$ cat src/rtl/wash_pkg.sv
// Purpose: shared types and constants for the wash cycle scheduler.
//   - wash_state_e : controller state encoding
//   - PROG_*       : program select codes
//   - wash_ticks / spin_ticks : per-program durations in Ticks
package wash_pkg;

  typedef enum logic [2:0] {
    ST_IDLE  = 3'd0,
    ST_ARMED = 3'd1,
    ST_FILL  = 3'd2,
    ST_WASH  = 3'd3,
    ST_SPIN  = 3'd4,
    ST_FAULT = 3'd5
  } wash_state_e;

  localparam int unsigned DUR_W = 8;

  localparam logic [1:0] PROG_QUICK    = 2'd0;
  localparam logic [1:0] PROG_NORMAL   = 2'd1;
  localparam logic [1:0] PROG_HEAVY    = 2'd2;
  localparam logic [1:0] PROG_DELICATE = 2'd3;

  // Wash phase length per program.
  function automatic logic [DUR_W-1:0] wash_ticks(input logic [1:0] prog);
    logic [DUR_W-1:0] d;
    case (prog)
      PROG_QUICK:    d = 8'd20;
      PROG_NORMAL:   d = 8'd60;
      PROG_HEAVY:    d = 8'd120;
      PROG_DELICATE: d = 8'd40;
      default:       d = 8'd0;
    endcase
    return d;
  endfunction

  // Spin phase length per program; Delicate has no spin time.
  function automatic logic [DUR_W-1:0] spin_ticks(input logic [1:0] prog);
    logic [DUR_W-1:0] d;
    case (prog)
      PROG_QUICK:    d = 8'd10;
      PROG_NORMAL:   d = 8'd30;
      PROG_HEAVY:    d = 8'd40;
      PROG_DELICATE: d = 8'd0;
      default:       d = 8'd0;
    endcase
    return d;
  endfunction

endpackage

$ cat src/rtl/tick_down_counter.sv
// Purpose: loadable down-counter stepped by a Tick enable, saturating at 0.
// Ports:
//   i_clk, i_rst    : clock, synchronous active-high reset
//   i_clear         : force count to 0 (highest priority after reset)
//   i_load/i_load_val : load a new count; a Tick in the same cycle is ignored
//   i_tick          : decrement enable
//   o_count         : registered count
//   o_zero_c        : combinational count==0 flag
module tick_down_counter #(
  parameter int unsigned CNT_W = 8
) (
  input  logic             i_clk,
  input  logic             i_rst,
  input  logic             i_clear,
  input  logic             i_load,
  input  logic [CNT_W-1:0] i_load_val,
  input  logic             i_tick,
  output logic [CNT_W-1:0] o_count,
  output logic             o_zero_c
);

  logic [CNT_W-1:0] r_count;

  // Load wins over Tick so the load cycle never consumes a Tick.
  always_ff @(posedge i_clk) begin
    if (i_rst) begin
      r_count <= '0;
    end else if (i_clear) begin
      r_count <= '0;
    end else if (i_load) begin
      r_count <= i_load_val;
    end else if (i_tick && (r_count != '0)) begin
      r_count <= r_count - CNT_W'(1);
    end
  end

  assign o_count  = r_count;
  assign o_zero_c = (r_count == '0);

endmodule

$ cat src/rtl/wash_cycle_scheduler.sv
// Purpose: sequences fill / wash / spin phases of a washer, timing each
//   phase in Ticks and flagging a stuck fill with a sticky Fault.
// Ports:
//   Clock, Reset    : clock, synchronous active-high reset
//   Tick            : time-base enable
//   Start, Program  : start request (IDLE only) and program select
//   Abort           : cancel to IDLE from any state
//   Fill/Wash/Spin_Active : washer phase indications
//   Cycle_Timeout, Spin_Timeout : one-cycle completion pulses
//   Fault           : fill watchdog expired (sticky)
//   Busy            : not in IDLE
//   Remaining       : current countdown value
module wash_cycle_scheduler
  import wash_pkg::*;
#(
  parameter int unsigned FILL_LIMIT = 50,
  parameter int unsigned CNT_W      = 8
) (
  input  logic             Clock,
  input  logic             Reset,
  input  logic             Tick,
  input  logic             Start,
  input  logic [1:0]       Program,
  input  logic             Abort,
  input  logic             Fill_Active,
  input  logic             Wash_Active,
  input  logic             Spin_Active,
  output logic             Cycle_Timeout,
  output logic             Spin_Timeout,
  output logic             Fault,
  output logic             Busy,
  output logic [CNT_W-1:0] Remaining
);

  wash_state_e      r_state;
  wash_state_e      w_state_nxt;
  logic [1:0]       r_prog;
  logic [1:0]       w_prog_nxt;
  logic             r_cyc_to;
  logic             r_spin_to;
  logic             r_fault;
  logic             r_busy;
  logic             w_cyc_to;
  logic             w_spin_to;
  logic             w_load;
  logic             w_clear;
  logic             w_count_en;
  logic             w_zero;
  logic [CNT_W-1:0] w_load_val;
  logic [CNT_W-1:0] w_count;

  // Counting only runs while a timed phase is active.
  assign w_count_en = Tick && ((r_state == ST_FILL) || (r_state == ST_WASH) ||
                               (r_state == ST_SPIN));

  tick_down_counter #(.CNT_W(CNT_W)) u_cnt (
    .i_clk      (Clock),
    .i_rst      (Reset),
    .i_clear    (w_clear),
    .i_load     (w_load),
    .i_load_val (w_load_val),
    .i_tick     (w_count_en),
    .o_count    (w_count),
    .o_zero_c   (w_zero)
  );

  // State, latched program and output registers.
  always_ff @(posedge Clock) begin
    if (Reset) begin
      r_state   <= ST_IDLE;
      r_prog    <= 2'd0;
      r_cyc_to  <= 1'b0;
      r_spin_to <= 1'b0;
      r_fault   <= 1'b0;
      r_busy    <= 1'b0;
    end else begin
      r_state   <= w_state_nxt;
      r_prog    <= w_prog_nxt;
      r_cyc_to  <= w_cyc_to;
      r_spin_to <= w_spin_to;
      r_fault   <= (w_state_nxt == ST_FAULT);
      r_busy    <= (w_state_nxt != ST_IDLE);
    end
  end

  // Next-state, counter control and pulse decode.
  always_comb begin
    w_state_nxt = r_state;
    w_prog_nxt  = r_prog;
    w_load      = 1'b0;
    w_load_val  = '0;
    w_clear     = 1'b0;
    w_cyc_to    = 1'b0;
    w_spin_to   = 1'b0;

    case (r_state)
      ST_IDLE: begin
        if (Start) begin
          w_prog_nxt  = Program;
          w_state_nxt = ST_ARMED;
        end
      end
      ST_ARMED: begin
        if (Spin_Active) begin
          w_state_nxt = ST_SPIN;
          w_load      = 1'b1;
          w_load_val  = CNT_W'(spin_ticks(r_prog));
        end else if (Wash_Active) begin
          w_state_nxt = ST_WASH;
          w_load      = 1'b1;
          w_load_val  = CNT_W'(wash_ticks(r_prog));
        end else if (Fill_Active) begin
          w_state_nxt = ST_FILL;
          w_load      = 1'b1;
          w_load_val  = CNT_W'(FILL_LIMIT);
        end
      end
      // A dropped fill is a normal completion even if the watchdog just hit 0.
      ST_FILL: begin
        if (!Fill_Active) begin
          w_state_nxt = ST_ARMED;
        end else if (w_zero) begin
          w_state_nxt = ST_FAULT;
        end
      end
      ST_WASH: begin
        if (w_zero) begin
          w_cyc_to    = 1'b1;
          w_state_nxt = ST_ARMED;
        end else if (!Wash_Active) begin
          w_state_nxt = ST_ARMED;
        end
      end
      ST_SPIN: begin
        if (w_zero) begin
          w_spin_to   = 1'b1;
          w_state_nxt = ST_IDLE;
          w_clear     = 1'b1;
        end else if (!Spin_Active) begin
          w_state_nxt = ST_ARMED;
        end
      end
      ST_FAULT: begin
        w_state_nxt = ST_FAULT;
      end
      default: begin
        w_state_nxt = ST_IDLE;
        w_clear     = 1'b1;
      end
    endcase

    // Abort overrides everything, including a pulse due this cycle.
    if (Abort) begin
      w_state_nxt = ST_IDLE;
      w_load      = 1'b0;
      w_clear     = 1'b1;
      w_cyc_to    = 1'b0;
      w_spin_to   = 1'b0;
    end
  end

  assign Cycle_Timeout = r_cyc_to;
  assign Spin_Timeout  = r_spin_to;
  assign Fault         = r_fault;
  assign Busy          = r_busy;
  assign Remaining     = w_count;

endmodule

$ cat config.mk
export PLATFORM = sky130hd
export DESIGN_NAME = wash_cycle_scheduler
export DESIGN_NICKNAME = d
export VERILOG_FILES = /design/src/rtl/wash_pkg.sv /design/src/rtl/tick_down_counter.sv /design/src/rtl/wash_cycle_scheduler.sv
export SDC_FILE = /design/constraint.sdc
export NUM_CORES = 1
export LEC_CHECK = 0
export BUFFER_PORTS_ARGS = -buffer_cell sky130_fd_sc_hd__buf_2
export CAP_MARGIN = 30
export CORE_MARGIN = 8
export CORE_UTILIZATION = 48
export DETAILED_ROUTE_END_ITERATION = 10
export PLACE_DENSITY_LB_ADDON = 0.05
export SKIP_LAST_GASP = 1
export SLEW_MARGIN = 20
export SYNTH_ARGS = -nofsm -noshare
export SYNTH_HDL_FRONTEND = slang
export SYNTH_SLANG_ARGS = --single-unit
$ cat constraint.sdc
create_clock -name Clock -period 1.7 [get_ports Clock]
set_clock_uncertainty 0.15 [all_clocks]
set_input_delay 0.34 -clock Clock [delete_from_list [all_inputs] [get_ports Clock]]
set_output_delay 0.34 -clock Clock [all_outputs]
set_load 0.02 [all_outputs]
; ---- After elaboration in Yosys (flattened, before gate mapping)
; Index checks and enable logic that the tools add are counted.
; W data, S select, Z words.
[totals]
latch_bits = 0
register_bits = 17
romBits = 0
ramBits = 0
output_inout_bits = 12
n_memories = 0
input_bits = 10
wordCells = 62
[op_classes]
n_shift = 0
mul = 0
n_reduce_logical = 15
n_eq_ne = 9
bitwise_logic = 2
magnitude_cmp = 0
div_mod_pow = 0
muxes = 28
add_sub_neg = 1
[ops]
columns = operator, count
row1 = $pmux W8 S4, 2
row2 = $mux W8, 5
row3 = $mux W3, 11
row4 = $pmux W3 S6, 1
row5 = $eq A3 B3 Y1 const B, 3
row6 = $logic_not A8 Y1, 1
row7 = $reduce_bool A8 Y1, 1
row8 = $sub A8 B1 Y8 const B, 1
row9 = $mux W1, 7
row10 = $eq A3 B2 Y1 const B, 2
row11 = $mux W6, 1
row12 = $reduce_or A3 Y1, 2
row13 = $reduce_or A5 Y1, 1
row14 = $eq A2 B2 Y1 const B, 2
row15 = $eq A3 B1 Y1 const B, 1
row16 = $logic_not A3 Y1, 1
row17 = $reduce_bool A3 Y1, 1
row18 = $eq A2 B1 Y1 const B, 1
row19 = $logic_and A1 B1 Y1, 2
row20 = $logic_not A2 Y1, 1
row21 = $logic_or A1 B1 Y1, 2
row22 = $not A1 Y1, 2
row23 = $pmux W1 S2, 1
row24 = $reduce_and A2 Y1, 1
row25 = other kinds (2), 2

; ---- Logic depth before layout (Yosys ltp)
; Gate-level depths: netlist of the first run.
[depth]
depth_word = 7
depth_mapped = 7
ltp_nobuf = 7

; ---- Hierarchy
; A second synthesis of the first run with hierarchy kept.
[unflattened]
hier_cells = 134
area_unflattened_um2 = 1092.3
[by_module_without_submodules]
columns = mod, n_inst, area_each_um2, cells_each, seq_area_each_um2
row1 = wash_cycle_scheduler, 1, 615.6, 77, 180.2
row2 = tick_down_counter, 1, 476.7, 57, 160.2

; ---- Least setup slack after synthesis of the first run
; OpenSTA, ideal clock, no wires.
[synth_timing]
path_kind = reg-to-reg
start = register u_cnt.r_count[0] (netlist: u_cnt.o_count[0])
end = register u_cnt.r_count[3] (netlist: u_cnt.o_count[3])
required_ps = 1406
path_buffers = 0
period_less_slack_ps = 1944
setup_ps = 144
path_stages_with_launch = 8
path_slack_ps = -244
t_arrival_ps = 1650
path_cell_list = dfxtp_1 > inv_1 > ha_1 > nor3b_1 > and2_1 > nor4b_2 > xnor2_1 > a21oi_1
[synth_via]
elab_chain_len = 5
elab_cells_between_ends = 11
cone_classes = add/sub (1) / mux (5) / reduce/logical (5)
[synth_lines]
columns = element, line_no
row1 = from (decl), tick_down_counter.sv:22  ; logic [CNT_W-1:0] r_count;
row2 = from (signal assigned), tick_down_counter.sv:31  ; r_count <= i_load_val;
row3 = from (signal assigned), tick_down_counter.sv:33  ; r_count <= r_count - CNT_W'(1);
row4 = "parallel branches: the longest is 5 deep, another holds $sub A8 B1 Y8", n/a
; Parallel ways; which one is timed is not known. The select of a mux whose other input is x is not followed.
; A chain may end at the register's enable or synchronous reset.

; ---- Worst setup path after layout of the first run
[layout_timing]
start = register r_state[2]
end = register r_busy (netlist: Busy)
[layout_via]
elab_chain_len = 6
elab_cells_between_ends = 19
cone_classes = eq/ne (5) / mux (12) / reduce/logical (2)
[layout_lines]
columns = element, line_no
row1 = from (decl), wash_cycle_scheduler.sv:35  ; wash_state_e r_state;
row2 = from (signal assigned), wash_cycle_scheduler.sv:77  ; r_state <= w_state_nxt;
row3 = $mux W3, wash_cycle_scheduler.sv:112  ; end else if (Fill_Active) begin
row4 = $mux W3, wash_cycle_scheduler.sv:108  ; end else if (Wash_Active) begin
row5 = $mux W3, wash_cycle_scheduler.sv:104  ; if (Spin_Active) begin
row6 = $pmux W3 S6 (*), wash_cycle_scheduler.sv:96  ; case (r_state)
row7 = $mux W3 (*), wash_cycle_scheduler.sv:153  ; if (Abort) begin
row8 = $reduce_bool A3 Y1 (*), wash_cycle_scheduler.sv:82  ; r_busy <= (w_state_nxt != ST_IDLE);
row9 = to (signal assigned), wash_cycle_scheduler.sv:82
row10 = to (decl), wash_cycle_scheduler.sv:42  ; logic r_busy;
; Mark *: on every way between the ends. The rest lies on a longest branch, timed or not.

==> reports/metrics.cfg, run 1 <==
[outcome]
outcome=finished, violations left
failed_checks=setup timing

[cells_and_area]
fin_nets=197
multiInputGateArea_sq_um=806
diodes=0
final_common_cell=buf_4
syn2layout_area_growth_pct=45.2
ff_latch_area_sq_um=352
fin_area_sq_mm=0.00161
final_cell_mix=buf_4 (33), buf_2 (21), nor2_1 (15)
drive_gt1_frac=0.489
fill_cells=170

[timing]
fin_crit_ns=1.71
finalHoldViolations=0
fmax_mhz=584
setup_violations=1
rsz0062_at_grt=true
setup_slack_ns=-0.0135
tightest_slew_ns=0.358
fin_crit_sh=1.01
whs_ns=0.121
finalMaxSlewViolations=0
slew_headroom=0.762

[global_route]
grt_pass1_wl_mm=5.15
grt_usage=0.152
grt-ovfl-total=0
grt_max_degree=10
grt_pass1_vias=1198
antenna_found_initial=0

[pwr]
cellInternalPower_uw=586
switchingPower_uw=241
p_leak_nw=0.675
p_clk_frac=0.270
swShare=0.291
power_frac_comb=0.228
power_density_mw_per_mm2=513
peakVddDrop_mv=0.389
seq_power_share=0.502

[yosys]
syn-num-nets=141
synthArstFlopShare=0
syn_avg_cell_area_sq_um=8.60
yosys_warnings=0
synth_cells=129
ys_ff_latch=17
synthFlopType=dfxtp_1
syn-cell-area_sq_mm=0.00111
ys_types=45
ys_seq_area_frac=0.307
synth_edf_count=0

[floorplanning]
pin_count=22
start_util=0.507
die_w_microns=64.1
dieHeight_microns=64.1
coreArea_sq_mm=0.00219
rows=17
dieArea_sq_mm=0.00411

[critical_path]
cp-end-kind=flip-flop
crit_type=flip-flop to flip-flop
crit_fanout=6
required_ns=1.73
critPathLaunchType=flip-flop
cp_data_arrival_time_ns=1.75

[routing]
drtAntennaViolNets=0
drc=0
wire_per_inst_microns=15.0
vias=1180
drt_iter0_drc=31
first_pass_iters=4
vias_per_cell=5.57
postRouteWirelength_mm=3.18

[clock_tree]
cts_sinks=17
cts_hold_buf=0
cts_tree=done
cts_root_buf=clkbuf_4
clkLatencyLatePin_ns=0.29
clk_pin_slew_ns=0.11
cts_buffers=3
htree_levels=1
clk_path_buf_depth=2

[flow_run]
drv_cap=0

[hold_path]
worstHoldPathType=input port to flip-flop

[placed_design]
place_congestion=0.887
io_buffer_count=21
post-dp-hpwl_mm=2.27
dpl_cell_area_sq_mm=0.00142

-- layout make-up --
cell class / instances / area share
multi-input cells: 103 / 0.500
repair buffers: 56 / 0.233
flip-flops and latches: 17 / 0.218
well taps: 28 / 0.0217
clock buffers: 4 / 0.0163
inverters: 4 / 0.0109
-- path summary, 6_finish.rpt --
kind              slack (ns)             start  depth (start not counted)               end
hold / removal          0.12             Reset                          2         r_prog[0]
setup / recovery       -0.01        r_state[2]                          5              Busy
setup reg to reg       -0.01        r_state[2]                          5              Busy
hold reg to reg         0.42  u_cnt.o_count[4]                          2  u_cnt.o_count[4]
-- cell usage after synthesis (2+ instances only) --
cell type / n / area, sq um
o21ai_0: 9 / 45.0
inv_1: 4 / 15.0
nand3_1: 5 / 25.0
clkbuf_1: 2 / 7.51
a211oi_1: 3 / 22.5
nor4_1: 2 / 12.5
a31oi_1: 3 / 18.8
and2_1: 2 / 12.5
xnor2_1: 4 / 35.0
nor2_1: 16 / 60.1
nor4b_2: 2 / 30.0
nor3_1: 3 / 15.0
nand2_1: 5 / 18.8
nand4_1: 2 / 12.5
mux2i_1: 2 / 20.0
nand2b_1: 2 / 12.5
a21oi_1: 13 / 65.1
buf_6: 2 / 22.5
o21ai_1: 2 / 10.0
ha_1: 2 / 25.0
o21a_1: 2 / 15.0
dfxtp_1: 17 / 340
nor2b_1: 3 / 18.8
-- critical path: stages, from the launching register on --
cell and delay [ns]:
dfxtp_2 0.35, buf_4 0.15, o21bai_1 0.15, a221o_1 0.34, a311oi_4 0.34, a31oi_1 0.12
-- repair_timing --
item                       CTS  global route
pin swaps                    7            11
setup endpoints to repair   10            12
resized for setup           13            13
buffers inserted             7             3
-- through the flow --
step / cells / setup TNS [ns] / power (mW) / setup WS [ns] / util
global placement: 198 / -0.340 / 0.578 / -0.0785 / 0.646
detailed placement: 198 / -0.450 / 0.579 / -0.112 / 0.646
global route: 212 / -0.406 / 0.862 / -0.0821 / 0.736
finish: 212 / -0.0135 / 0.827 / -0.0135 / 0.736
CTS: 209 / 0 / 0.816 / 0.00638 / 0.705
floorplan: 129 / -0.0643 / 0.516 / -0.0643 / -
-- power by group through the flow --
| stage | logic (mW) | registers, mW | clock network (mW) |
|---|---|---|---|
| after floorplan | 0.0881 | 0.428 | 0 |
| after global routing | 0.205 | 0.417 | 0.240 |
| after CTS | 0.175 | 0.415 | 0.227 |
| after detailed placement | 0.153 | 0.426 | 0 |
| after global placement | 0.152 | 0.426 | 0 |
| final | 0.188 | 0.415 | 0.223 |
-- routing by layer --
metal	wire length (microns)	vias to the layer above	global-route usage	share of wire
met5	0	-	0	0
met4	70	0	0.0808	0.022
met3	176	9	0.0401	0.055
met2	1600	39	0.261	0.50
met1	1330	549	0.167	0.42
li1	-	583	-	-
-- logic make-up (layout without fill, tap and decap cells) --
kind of cell / count (synthesis) / after routing / share of synthesized area
simple gates: 52 / 52 / 0.310
xor+xnor: 4 / 4 / 0.0316
mux: 2 / 2 / 0.0180
compound gates: 43 / 43 / 0.266
buf+inv: 9 / 64 / 0.0451
flops: 17 / 17 / 0.307
fa+ha+maj: 2 / 2 / 0.0225
-- sequential cells by signal (all words and copies together) (netlist names) --
| signal | flops |
|---|---|
| u_cnt.o_count | 8 |
| r_state | 3 |
| r_prog | 2 |
| Busy | 1 |
| Cycle_Timeout | 1 |
| Fault | 1 |
| Spin_Timeout | 1 |
Note: power is estimated with default switching activity, not from simulation.
==> run 2, diff against run 1 <==
Settings changed: RECOVER_POWER from default to 100.
==> reports/metrics.cfg, run 2 (synthesis gave the netlist of run 1 again) <==
[clock_tree]
cts_root_buf=clkbuf_4
clk_pin_slew_ns=0.11
clkLatencyLatePin_ns=0.29
cts_tree=done
cts_buffers=3
clk_path_buf_depth=2
htree_levels=1
cts_sinks=17

[pwr]
power_density_mw_per_mm2=515
peakVddDrop_mv=0.389
p_leak_nw=0.649
finalPower_uw=826

[timing]
setup_slack_ns=-0.0133
finalMaxSlewViolations=0
fin_crit_sh=1.01
rsz0062_at_grt=true
finalHoldViolations=0
tightest_slew_ns=0.359
fmax_mhz=584
slew_headroom=0.761
setup_violations=1
fin_crit_ns=1.71

[cells_and_area]
ff_latch_area_sq_um=352
multiInputGateArea_sq_um=806
fill_cells=174
final_common_cell=buf_4
final_cell_mix=buf_4 (33), nor2_1 (15), buf_2 (15)
fin_nets=197
diodes=0
final_cells=212
largest_register_ffs=8
syn2layout_area_growth_pct=44.5
drive_gt1_frac=0.457

[critical_path]
cp_data_arrival_time_ns=1.75
crit_type=flip-flop to flip-flop
required_ns=1.73
cp-end-kind=flip-flop
critPathLaunchType=flip-flop
reg2reg_depth=5
crit_fanout=6

[hold_path]
worstHoldPathType=input port to flip-flop
whs_path_depth=2

[floorplanning]
pin_count=22
start_util=0.507
dieHeight_microns=64.1
dieArea_sq_mm=0.00411
rows=17
die_w_microns=64.1
coreArea_sq_mm=0.00219

[outcome]
failed_checks=setup timing
outcome=finished, violations left

[routing]
drtAntennaViolNets=0
postRouteWirelength_mm=3.16
drt_iter0_drc=41
vias=1174
drc=0
vias_per_cell=5.54
wire_per_inst_microns=14.9
first_pass_iters=4

[placed_design]
place_congestion=0.887
placedCellCount=198
io_buffer_count=21
post-dp-hpwl_mm=2.27

[global_route]
grt-ovfl-total=0
grt_max_degree=10
antenna_found_initial=0
grt_pass1_vias=1198
grt_pass1_wl_mm=5.15
grt_usage=0.152

[flow_run]
drv_cap=0

[run 2: cell count changes in the layout (fill, tap and decap cells not counted)]
cell      previous run  this run
buf_2               21        15
clkbuf_1             1         7
[run 2: final timing paths]
path              slack, ns        startpoint          endpoint
hold reg to reg        0.42  u_cnt.o_count[4]  u_cnt.o_count[4]
hold / removal         0.12             Reset         r_prog[0]
setup reg to reg      -0.01        r_state[2]              Busy
setup / recovery      -0.01        r_state[2]              Busy
[run 2: cell type report]
type,count,area share
clock buffer,4,0.0164
inverter,4,0.0109
multi-input combinational,103,0.502
sequential,17,0.219
tap,28,0.0218
timing repair buffer,56,0.229
[run 2: power by group]
group	internal [mW]	total, mW	switching, mW
clock network	0.0912	0.223	0.132
logic	0.0890	0.187	0.0984
registers	0.405	0.415	0.0101
[run 2: worst max-delay path, cell delays in order (launching register included)]
cell      delay, ns
dfxtp_2        0.35
buf_4          0.15
o21bai_1       0.15
a221o_1        0.34
a311oi_4       0.34
a31oi_1        0.12
[run 2: per-layer routing]
metal | global-route usage | routed length [microns] | up-vias
met5 | 0 | 0 | -
met4 | 0.0808 | 68 | 0
met3 | 0.0401 | 171 | 8
met2 | 0.261 | 1600 | 38
met1 | 0.167 | 1330 | 546
li1 | - | - | 582
[run 2: timing repair]
action,in CTS,in global routing
endpoints found under the setup margin,10,12
hold buffers,0,0
buffers inserted,7,3
resized for setup,13,13
pin swaps,7,11
[run 2: per-stage QoR]
step                      utilization  cell area, sq um  hold WS [ns]  TNS [ns]  setup slack [ns]
after detailed placement        0.646              1420         0.410    -0.450            -0.112
after floorplan                     -              1120         0.262   -0.0643           -0.0643
final                           0.732              1600         0.122   -0.0133           -0.0133
after CTS                       0.705              1550         0.103         0           0.00638
after global routing            0.732              1600         0.118    -0.406           -0.0821
after global placement          0.646              1420         0.397    -0.340           -0.0785
